<file path="src/rtl/freq_step_sender.sv">
// freq_step_sender: emits foas symmetric frequency-offset phase steps
// (k - foas/2) * step_inc as magnitude + sign beats over a valid/ready handshake.
// Optional feature macro: FREQ_STEP_SENDER_CONTINUOUS_EN -- repeat sweeps until reset.
module freq_step_sender #(
  parameter int phase_bits        = 10,
  parameter int foas              = 5,
  parameter int foas_counter_bits = 3
) (
  input  logic                         clk,
  input  logic                         reset,
  input  logic                         start,
  input  logic [phase_bits-1:0]        step_inc,
  output logic [phase_bits-1:0]        freq_step,
  output logic                         neg_shift,
  output logic                         freq_step_valid,
  input  logic                         freq_step_tready,
  output logic [foas_counter_bits-1:0] freq_step_index,
  output logic                         busy,
  output logic                         done
);

  localparam int unsigned                  CENTER    = foas / 2;
  localparam logic [foas_counter_bits-1:0] C_IDX     = foas_counter_bits'(CENTER);
  localparam logic [foas_counter_bits-1:0] LAST_IDX  = foas_counter_bits'(foas - 1);
  localparam logic                         NEG_FIRST = (CENTER != 0) ? 1'b1 : 1'b0;

  typedef enum logic [1:0] {
    S_IDLE,
    S_LOAD,
    S_SEND,
    S_DONE
  } state_t;

  state_t                         state_q, state_d;
  logic [phase_bits-1:0]          step_q, step_d;
  logic [phase_bits-1:0]          acc_q, acc_d;
  logic [foas_counter_bits-1:0]   cnt_q, cnt_d;
  logic [phase_bits-1:0]          freq_q, freq_d;
  logic                           neg_q, neg_d;
  logic                           valid_q, valid_d;
  logic [foas_counter_bits-1:0]   idx_q, idx_d;
  logic                           busy_q, busy_d;
  logic                           done_q, done_d;
  logic [foas_counter_bits:0]     idx_inc;
`ifdef FREQ_STEP_SENDER_CONTINUOUS_EN
  logic [phase_bits-1:0]          start_mag_q, start_mag_d;
`endif

  assign idx_inc = {1'b0, idx_q} + 1'b1;

  // Next-state and registered-output computation for the sweep FSM.
  always_comb begin
    state_d = state_q;
    step_d  = step_q;
    acc_d   = acc_q;
    cnt_d   = cnt_q;
    freq_d  = freq_q;
    neg_d   = neg_q;
    valid_d = valid_q;
    idx_d   = idx_q;
    busy_d  = busy_q;
    done_d  = 1'b0;
`ifdef FREQ_STEP_SENDER_CONTINUOUS_EN
    start_mag_d = start_mag_q;
`endif
    unique case (state_q)
      S_IDLE: begin
        if (start) begin
          step_d  = step_inc;
          acc_d   = '0;
          cnt_d   = '0;
          busy_d  = 1'b1;
          state_d = S_LOAD;
        end
      end
      S_LOAD: begin
        if (cnt_q == C_IDX) begin
          // accumulator now holds C*step_inc, the magnitude of offset 0
          freq_d  = acc_q;
          neg_d   = NEG_FIRST;
          idx_d   = '0;
          valid_d = 1'b1;
          state_d = S_SEND;
`ifdef FREQ_STEP_SENDER_CONTINUOUS_EN
          start_mag_d = acc_q;
`endif
        end else begin
          acc_d = acc_q + step_q;
          cnt_d = cnt_q + 1'b1;
        end
      end
      S_SEND: begin
        if (valid_q && freq_step_tready) begin
          if (idx_q == LAST_IDX) begin
            done_d = 1'b1;
`ifdef FREQ_STEP_SENDER_CONTINUOUS_EN
            freq_d = start_mag_q;
            neg_d  = NEG_FIRST;
            idx_d  = '0;
`else
            valid_d = 1'b0;
            state_d = S_DONE;
`endif
          end else begin
            idx_d = idx_inc[foas_counter_bits-1:0];
            if (idx_q < C_IDX) begin
              freq_d = freq_q - step_q;
              neg_d  = (idx_inc < (foas_counter_bits + 1)'(CENTER));
            end else begin
              freq_d = freq_q + step_q;
              neg_d  = 1'b0;
            end
          end
        end
      end
      S_DONE: begin
        busy_d  = 1'b0;
        state_d = S_IDLE;
      end
      default: state_d = S_IDLE;
    endcase
  end

  // State and output registers with synchronous reset taking priority.
  always_ff @(posedge clk) begin
    if (reset) begin
      state_q <= S_IDLE;
      step_q  <= '0;
      acc_q   <= '0;
      cnt_q   <= '0;
      freq_q  <= '0;
      neg_q   <= 1'b0;
      valid_q <= 1'b0;
      idx_q   <= '0;
      busy_q  <= 1'b0;
      done_q  <= 1'b0;
`ifdef FREQ_STEP_SENDER_CONTINUOUS_EN
      start_mag_q <= '0;
`endif
    end else begin
      state_q <= state_d;
      step_q  <= step_d;
      acc_q   <= acc_d;
      cnt_q   <= cnt_d;
      freq_q  <= freq_d;
      neg_q   <= neg_d;
      valid_q <= valid_d;
      idx_q   <= idx_d;
      busy_q  <= busy_d;
      done_q  <= done_d;
`ifdef FREQ_STEP_SENDER_CONTINUOUS_EN
      start_mag_q <= start_mag_d;
`endif
    end
  end

  assign freq_step       = freq_q;
  assign neg_shift       = neg_q;
  assign freq_step_valid = valid_q;
  assign freq_step_index = idx_q;
  assign busy            = busy_q;
  assign done            = done_q;

endmodule

</file>
<file path="config.mk">
export PLATFORM = sky130hd
export DESIGN_NAME = freq_step_sender
export DESIGN_NICKNAME = d
export VERILOG_FILES = /design/src/rtl/freq_step_sender.sv
export SDC_FILE = /design/constraint.sdc
export NUM_CORES = 1
export LEC_CHECK = 0
export ABC_AREA = 1
export ABC_CLOCK_PERIOD_IN_PS = 4300
export BUFFER_PORTS_ARGS = -buffer_cell sky130_fd_sc_hd__clkbuf_2
export CAP_MARGIN = 10
export CORE_ASPECT_RATIO = 1.75
export CORE_MARGIN = 2
export CORE_UTILIZATION = 35
export DETAILED_ROUTE_END_ITERATION = 7
export PLACE_DENSITY = 0.52
export SLEW_MARGIN = 20
export SYNTH_ARGS = -nofsm -noshare
export SYNTH_HDL_FRONTEND = slang
export SYNTH_SLANG_ARGS = --single-unit
</file>
<file path="constraint.sdc">
create_clock -name clk -period 4.3 [get_ports clk]
set_clock_uncertainty 0.05 [all_clocks]
set_input_delay 0.215 -clock clk [delete_from_list [all_inputs] [get_ports clk]]
set_output_delay 0.215 -clock clk [all_outputs]
set_load 0.005 [all_outputs]
</file>
Word-level counts from Yosys, hierarchy flattened --
Index checks and enable logic that the tools add are counted.
Operators by class: equality and inequality tests 11, bitwise operators 2, $lt $le $gt $ge 2, reductions and logical operators 12, add/sub/neg operators 5, muxes and demuxes 31
Operators by type and width (number):
- 10-bit two-way mux | 6
- 10-bit case mux with 2 select lines | 2
- 10-bit adder | 2
- 3-bit two-way mux | 5
- 2-bit inequality test (second input constant) | 6
- 3-bit case mux with 2 select lines | 2
- 4-bit AND reduction | 3
- 10-bit subtractor | 1
- 1-bit two-way mux | 8
- 2-bit two-way mux | 4
- 2-bit case mux with 4 select lines | 1
- 1-bit case mux with 2 select lines | 3
- 2-bit nonzero test | 3
- 3-bit by 1-bit adder with 4-bit output (second input constant) | 1
- 2-bit == test (second input constant) | 2
- 4-bit by 2-bit < comparator with 1-bit output (second input constant) | 1
- 2-bit AND reduction | 2
- 3-bit by 1-bit adder with 3-bit output (second input constant) | 1
- 3-bit by 2-bit == test with 1-bit output (second input constant) | 1
- 3-bit == test (second input constant) | 1
- 3-bit by 2-bit < comparator with 1-bit output (second input constant) | 1
- 3-bit AND reduction | 1
- 3-bit OR reduction | 1
- 2-bit by 1-bit == test with 1-bit output (second input constant) | 1
- other kinds (3) | 4
Word-level totals: register bits 42, input bits 14, output and inout port bits 17, logic and storage cells 73

Logic depth before layout (Yosys ltp) --
Gate-level depths: netlist of run 1.
depth after elaboration 6, gate-level depth with buffers 18, depth with buffers taken out 18

Least setup slack after synthesis of run 1 --
OpenSTA, ideal clock, no wires.
path kind register to register, from reg step_q[1], to reg freq_q[9], in the netlist freq_step[9], slack 1.903 ns, library setup time 0.134 ns, stages on the path, launching flop included 19, arrival 2.213 ns, buffers on the path 0, clock period less this slack 2.397 ns, required time 4.116 ns, cell sequence dfxtp_1 inv_1 ha_1 inv_1 nor3_1 nand3_1 o31ai_1 xor2_1 inv_1 ha_1 nand2_1 nor2_1 nand3_1 nand3_1 inv_1 nand2_1 nand3_1 nand2_1 a21oi_1
Between the ends: word-level cells in the longest chain between the ends 5, elaborated cells between the ends (all ways) 6, classes of those cells 2 x add/sub; 4 x mux
Ends and longest elaborated chain:
- start, declared | RTL line 35 | logic [phase_bits-1:0] step_q, step_d;
- start signal, assigned | RTL line 142 | step_q <= step_d;
- 10-bit adder or 10-bit subtractor (tied branches) | RTL line 110, 107
- 10-bit two-way mux (*) | RTL line 106 | if (idx_q < C_IDX) begin
- 10-bit two-way mux (*) | RTL line 94 | if (idx_q == LAST_IDX) begin
- 10-bit two-way mux (*) | RTL line 93 | if (valid_q && freq_step_tready) begin
- 10-bit case mux with 2 select lines (*) | RTL line 66 | unique case (state_q)
- end signal, assigned | RTL line 145 | freq_q <= freq_d;
- end, declared | RTL line 38 | logic [phase_bits-1:0] freq_q, freq_d;
Every way passes the cells marked *; elsewhere a longest branch is shown, timed or not. The select of a mux whose other input is x is not followed. A chain may end at the register's enable or synchronous reset.

Final worst setup path of run 1 --
Ends and elaborated chain as after synthesis.

==> results of run 1 <==
-- logic make-up after synthesis --
logic type,count (synthesis)
buffers and inverters,57
DFF,42
AOI/OAI and AO/OA,100
xor gates and xnor gates,13
adders and majority gates,29
and+or+nand+nor,165
-- cell usage in the layout, fill, tap and decap left out, types with 2 or more instances in the layout --
| cell type | n |
|---|---|
| nand2_1 | 82 |
| a21oi_1 | 46 |
| inv_1 | 42 |
| dfxtp_1 | 42 |
| nor2_1 | 40 |
| o21ai_0 | 30 |
| clkbuf_2 | 30 |
| ha_1 | 27 |
| nand3_1 | 21 |
| xor2_1 | 10 |
| o21bai_1 | 5 |
| clkbuf_16 | 5 |
| a31oi_1 | 4 |
| nand4_1 | 4 |
| nor2_4 | 3 |
| nor3_1 | 3 |
| xnor2_1 | 3 |
| nor2_2 | 3 |
| a21boi_0 | 3 |
| o21ai_1 | 3 |
| or2_2 | 3 |
| inv_2 | 2 |
| a21oi_2 | 2 |
| nand2_2 | 2 |
| nor3_2 | 2 |
| a22oi_1 | 2 |
| fa_1 | 2 |
-- per-stage QoR --
step	setup slack, ps	std cells	instance area (um2)
floorplan	1903	406	2858
global placement	1659	515	3059
detailed placement	1561	515	3059
CTS	1554	523	3202
global route	1235	523	3202
finish	1564	523	3202
-- tightest hold or removal path, delay by kind of cell --
kind | cells | cell delay, ps
buffers and inverters | 1 | 80
AND/OR/NAND/NOR | 2 | 130
-- where the power goes --
part	leakage, nW	internal (mW)	switching (mW)
logic	1.10	0.420	0.779
clock network	0.0708	0.216	0.165
registers	0.344	0.477	0.0883
-- metal layers --
metal | part of all wire | vias to the layer above | GRT usage
met2 | 0.55 | 32 | 0.3561
li1 | - | 1392 | -
met3 | 0.022 | 10 | 0.03097
met1 | 0.41 | 1220 | 0.2012
met4 | 0.023 | 0 | 0.07783
met5 | 0 | - | 0
-- layout make-up --
type / count / area [um2]
Clock buffer: 6 / 128.9
Clock inverter: 2 / 13.76
Fill cell: 874 / 4707
Inverter: 45 / 171.4
Multi-Input combinational cell: 307 / 1777
Sequential cell: 42 / 840.8
Tap cell: 90 / 112.6
Timing Repair Buffer: 31 / 157.7
-- state kept, by name, summed over array words and instances (netlist names) --
signal	flops
state_q	2
neg_shift	1
busy	1
freq_step_index	3
done	1
cnt_q	3
freq_step_valid	1
freq_step	10
step_q	10
acc_q	10
-- synth_stat cells (all sizes together) --
library cell	number	share of area
nand2	84	0.11
a21oi	48	0.087
nor2	46	0.071
inv	45	0.060
dfxtp	42	0.29
o21ai	34	0.063
ha	27	0.12
nand3	21	0.037
xor2	10	0.031
buf	6	0.016
clkbuf	6	0.0079
nor3	5	0.012
o21bai	5	0.013
a31oi	4	0.0088
nand4	4	0.0088
a21boi	3	0.0079
or2	3	0.0066
xnor2	3	0.0092
a22oi	2	0.0053
fa	2	0.014
a211oi	1	0.0044
a21o	1	0.0026
nand3b	1	0.0026
nor4	1	0.0022
o211ai	1	0.0026
o31ai	1	0.0026
-- final timing paths --
path	endpoint	cells after the start	slack, ps
min reg2reg	neg_shift$_SDFFE_PP0P_	2	420
min	done$_SDFF_PP0_	3	120
max	freq_step[9]$_SDFFE_PP0P_	18	1560
max reg2reg	freq_step[9]$_SDFFE_PP0P_	18	1560
==> results.py, run 1 <==
metrics = {
    "outcome": {
        "outcome": "finished, final reports clean",
    },
    "logic_synthesis": {
        "synth_seq_area_share": 0.2942,
        "synth-adder-area-share": 0.1322,
        "ys_ff_latch": 42,
        "synth-simple-area-share": 0.2522,
        "avgSynthCellArea_um2": 7.039,
        "synth_compound_area_frac": 0.1975,
        "yosysWarningCount": 0,
        "synth_top_family_by_area": "simple AND/OR/NAND/NOR gates",
        "synthCells": 406,
        "syn_nets": 449,
        "synthMuxAreaShare": 0,
        "synth_xor_area_frac": 0.03984,
        "synth_cell_types": 37,
        "syn_area_um2": 2858,
    },
    "run": {
        "drv_cap": 0,
    },
    "critical_path": {
        "startpoint": "step_q[1]$_SDFFE_PP0P_",
        "critical_path.max_stage_delay_ps": 350,
        "crit_required_ps": 4410,
        "crit_family": "simple AND/OR/NAND/NOR gates",
        "crit_buf_inv": 4,
        "crit_path_start_kind": "flop",
        "arrival_ps": 2840,
        "worstReg2RegStart": "step_q[1]$_SDFFE_PP0P_",
        "crit_type": "flop to flop",
        "critical-path-slowest-cell": "dfxtp_1",
        "crit_fanout": 4,
        "crit_chain": "inv_1 -> ha_1 -> inv_1 -> nor3_1 -> nand3_1 -> o31ai_1 -> xor2_1 -> inv_1 -> ha_1 -> nand2_1 -> nor2_1 -> nand3_1 -> nand3_1 -> inv_1 -> nand2_1 -> nand3_1 -> nand2_1 -> a21oi_1",
        "worstSetupEndpointType": "flop",
    },
    "timing": {
        "final-hold-violation-count": 0,
        "period_share": 0.6363,
        "fmax_ghz": 0.3655,
        "max_slew.worst_pin.slew_ps": 679.1,
        "fin_crit_ps": 2736,
        "slew_violations": 0,
        "rsz0062_at_grt": "no",
        "whs_ps": 122.0,
        "finalSetupTns_ps": 0,
        "relSlewSlack": 0.5467,
        "finalSetupViolCount": 0,
    },
    "global_routing": {
        "overflow": 0,
        "grt_max_degree": 22,
        "grt_usage": 0.1885,
        "antenna_found_initial": 0,
        "grt_pass1_vias": 2694,
        "grt_pass1_wl_mm": 12.74,
    },
    "clock_tree": {
        "numCtsBuffers": 5,
        "cts_resized": 0,
        "post_cts_buffers": 0,
        "clk_path_buf_depth": 2,
        "htreeDepth": 2,
        "clock-root-buffer": "clkbuf_16",
        "cts.reportedPaths.clkPinSlew_ps": 60,
        "cts_tree": "built",
        "cts.sinks": 42,
        "clock_latency_ps": 290,
        "ctsHoldBuffers": 0,
    },
    "cells_and_area": {
        "layout-drive-gt1-share": 0.1339,
        "syn_to_final_growth_pct": 12.04,
        "final_util": 0.4048,
        "nets": 475,
        "antenna_cells": 0,
    },
    "detailed_routing": {
        "drtIter0Drc": 120,
        "viasPerCell": 5.075,
        "post_drt_wl_per_cell_um": 14.58,
        "vias": 2654,
        "drtAntennaViolNets": 0,
        "firstDrtPassIters": 6,
        "drc_errors": 0,
        "wl_mm": 7.623,
    },
    "die": {
        "die_y_um": 123.5,
        "die-area_um2": 8932,
        "initial_utilization": 0.3613,
        "core_area_um2": 7909,
        "dieWidth_um": 72.31,
        "rows": 43,
        "ioPinCount": 31,
    },
    "placed_design": {
        "io_buffers": 30,
        "gp_congestion": 0.8473,
        "hpwl_mm": 5.961,
    },
    "hold_path": {
        "min-delay-start": "freq_step_tready",
        "hold_path_class": "input port to flop",
    },
    "power_and_ir_drop": {
        "peakVddDrop_mv": 0.2100,
        "p_total_mw": 2.145,
        "power_leakage_nw": 1.516,
        "power_density_nw_per_um2": 669.9,
    },
}
No activity file was read; power rests on OpenSTA's default activity.
==> run 2: changes to the inputs <==
- ABC_CLOCK_PERIOD_IN_PS: 4300 -> 2700
- clock period: 4.3 -> 2.7 ns (I/O delays scaled with it)
==> run 2 against run 1 <==
  * Clock-buffer cell count shrank 1
  * Sequential share of layout area shrank 0.48 points
  * Critical path depth is the same
  * Die area did not move
  * Register-to-register slack got worse by 1300 ps
  * Cell count up 0.57%
  * First-iteration DRC count down 5.0%
  * Flip-flop and latch count did not move
  * Combinational power grew 64%
  * Largest cell class unchanged
  * Largest power group unchanged
==> results.py, run 2 (synthesized netlist as in run 1, its figures left out) <==
metrics = {
    "critical_path": {
        "arrival_ps": 2580,
        "crit_path_frequent_cell": "inv_1",
        "crit_chain": "inv_1 -> ha_1 -> inv_1 -> nor3_4 -> nand3_2 -> o31ai_2 -> xor2_1 -> inv_1 -> ha_4 -> nand2_1 -> nor2_2 -> nand3_1 -> nand3_1 -> inv_1 -> nand2_1 -> nand3_1 -> nand2_1 -> a21oi_1",
        "ff2ff_setup_slack_ps": 230,
        "worstReg2RegStart": "step_q[0]$_SDFFE_PP0P_",
        "critical-path-slowest-cell": "dfxtp_1",
        "rr_endpoint": "freq_step[9]$_SDFFE_PP0P_",
        "crit_family": "simple AND/OR/NAND/NOR gates",
        "crit_fanout": 4,
        "crit_path_start_kind": "flop",
        "reg2regPathDepth": 18,
        "startpoint": "step_q[0]$_SDFFE_PP0P_",
        "worstSetupEndpointType": "flop",
        "crit_type": "flop to flop",
        "critical_path.max_stage_delay_ps": 330,
        "crit_required_ps": 2810,
        "crit_buf_inv": 4,
    },
    "clock_tree": {
        "clk_path_buf_depth": 2,
        "clock-root-buffer": "clkbuf_16",
        "post_cts_buffers": 0,
        "cts.reportedPaths.clkPinSlew_ps": 60,
        "cts_resized": 0,
        "cts_tree": "built",
        "numCtsBuffers": 5,
        "cts.sinks": 42,
        "clock_latency_ps": 290,
        "htreeDepth": 2,
        "ctsHoldBuffers": 0,
    },
    "power_and_ir_drop": {
        "swShare": 0.4789,
        "combPwrFrac": 0.566,
        "p_seq_frac": 0.259,
        "switchingPower_mw": 1.671,
        "power_leakage_nw": 1.541,
        "peakVddDrop_mv": 0.4228,
        "intPower_mw": 1.818,
        "p_clk_frac": 0.175,
        "power_density_nw_per_um2": 1070,
    },
    "die": {
        "die-area_um2": 8932,
        "core_area_um2": 7909,
        "initial_utilization": 0.3613,
        "ioPinCount": 31,
        "rows": 43,
        "die_y_um": 123.5,
        "dieWidth_um": 72.31,
    },
    "global_routing": {
        "overflow": 0,
        "antenna_found_initial": 0,
        "grt_max_degree": 22,
        "grt_pass1_vias": 2688,
        "grt_pass1_wl_mm": 12.45,
        "grt_usage": 0.1828,
    },
    "hold_path": {
        "min-delay-start": "step_inc[6]",
        "hold_depth": 3,
        "hold_path_class": "input port to flop",
        "whs_endpoint": "step_q[6]$_SDFFE_PP0P_",
    },
    "detailed_routing": {
        "drtIter0Drc": 114,
        "vias": 2696,
        "viasPerCell": 5.125,
        "drc_errors": 0,
        "drtAntennaViolNets": 0,
        "post_drt_wl_per_cell_um": 14.29,
        "wl_mm": 7.518,
        "firstDrtPassIters": 4,
    },
    "placed_design": {
        "placed_cells": 518,
        "dpl-instance-area_um2": 3082,
        "io_buffers": 30,
        "place_ws_ps": 25.02,
        "hpwl_mm": 5.951,
        "gp_congestion": 0.8478,
    },
    "timing": {
        "slew_violations": 0,
        "relSlewSlack": 0.5385,
        "period_share": 0.9142,
        "fmax_ghz": 0.4051,
        "finalSetupTns_ps": 0,
        "finalSetupViolCount": 0,
        "fin_crit_ps": 2468,
        "final-hold-violation-count": 0,
        "max_slew.worst_pin.slew_ps": 691.4,
        "setup_ws_ps": 231.6,
    },
    "cells_and_area": {
        "layout.cells.non_filler": 526,
        "final_cell_mix": "82 x nand2_1, 46 x a21oi_1, 42 x inv_1, 42 x dfxtp_1, 39 x nor2_1",
        "fillers": 852,
        "nets": 478,
        "layout_commonest_cell": "nand2_1",
        "layout-drive-gt1-share": 0.1537,
        "stdcell_area_um2": 3262,
        "syn_to_final_growth_pct": 14.14,
        "antenna_cells": 0,
    },
    "outcome": {
        "outcome": "finished, final reports clean",
    },
    "run": {
        "drv_cap": 0,
    },
}
-- run 2: worst max path at each step --
stage                                           end  cells past startpoint
after floorplan           freq_step[9]$_SDFFE_PP0P_                     18
after global placement    freq_step[9]$_SDFFE_PP0P_                     18
after detailed placement  freq_step[9]$_SDFFE_PP0P_                     18
after CTS                 freq_step[9]$_SDFFE_PP0P_                     18
after global routing      freq_step[9]$_SDFFE_PP0P_                     18
final                     freq_step[9]$_SDFFE_PP0P_                     18
-- run 2: per-layer routing --
metal / up-vias / track usage / wire length [um]
li1: 1403 / - / -
met1: 1244 / 0.1947 / 3136
met2: 35 / 0.3394 / 3953
met3: 14 / 0.02852 / 169
met4: 0 / 0.09080 / 259
met5: - / 0 / 0
-- run 2: layout make-up --
| cell class | instances | area (um2) | area share |
|---|---|---|---|
| multi-input combinational | 307 | 1813 | 0.5558 |
| timing repair buffer | 34 | 180.2 | 0.05524 |
| clock buffer | 5 | 125.1 | 0.03836 |
| sequential | 42 | 840.8 | 0.2578 |
| inverter | 45 | 171.4 | 0.05255 |
| clock inverter | 3 | 18.77 | 0.005754 |
| tap | 90 | 112.6 | 0.03452 |
-- run 2: power by group through the flow --
stage | clock, mW | combinational [mW] | sequential [mW]
after floorplan | 0 | 1.52 | 0.879
after global routing | 0.650 | 2.25 | 0.924
after global placement | 0 | 1.92 | 0.907
after detailed placement | 0 | 1.94 | 0.911
after CTS | 0.627 | 1.95 | 0.897
final | 0.610 | 1.97 | 0.904
-- run 2: worst reg2reg max path: stages, from the launching register on --
cell     delay, ps
dfxtp_1        330
inv_1           70
ha_1           140
inv_1           70
nor3_4         150
nand3_2        110
o31ai_2        220
xor2_1         160
inv_1           80
ha_4           280
nand2_1         80
nor2_2         110
nand3_1         80
nand3_1        110
inv_1           50
nand2_1         50
nand3_1         60
nand2_1         90
a21oi_1         60
-- run 2: through the flow --
step | util | hold slack, ps | power, mW
3_3_place_gp | 0.3897 | 336.8 | 2.823
2_1_floorplan | - | 239.4 | 2.398
5_1_grt | 0.4124 | 49.53 | 3.827
3_5_place_dp | 0.3897 | 341.4 | 2.850
4_1_cts | 0.4078 | 32.71 | 3.469
6_report | 0.4124 | 34.56 | 3.489
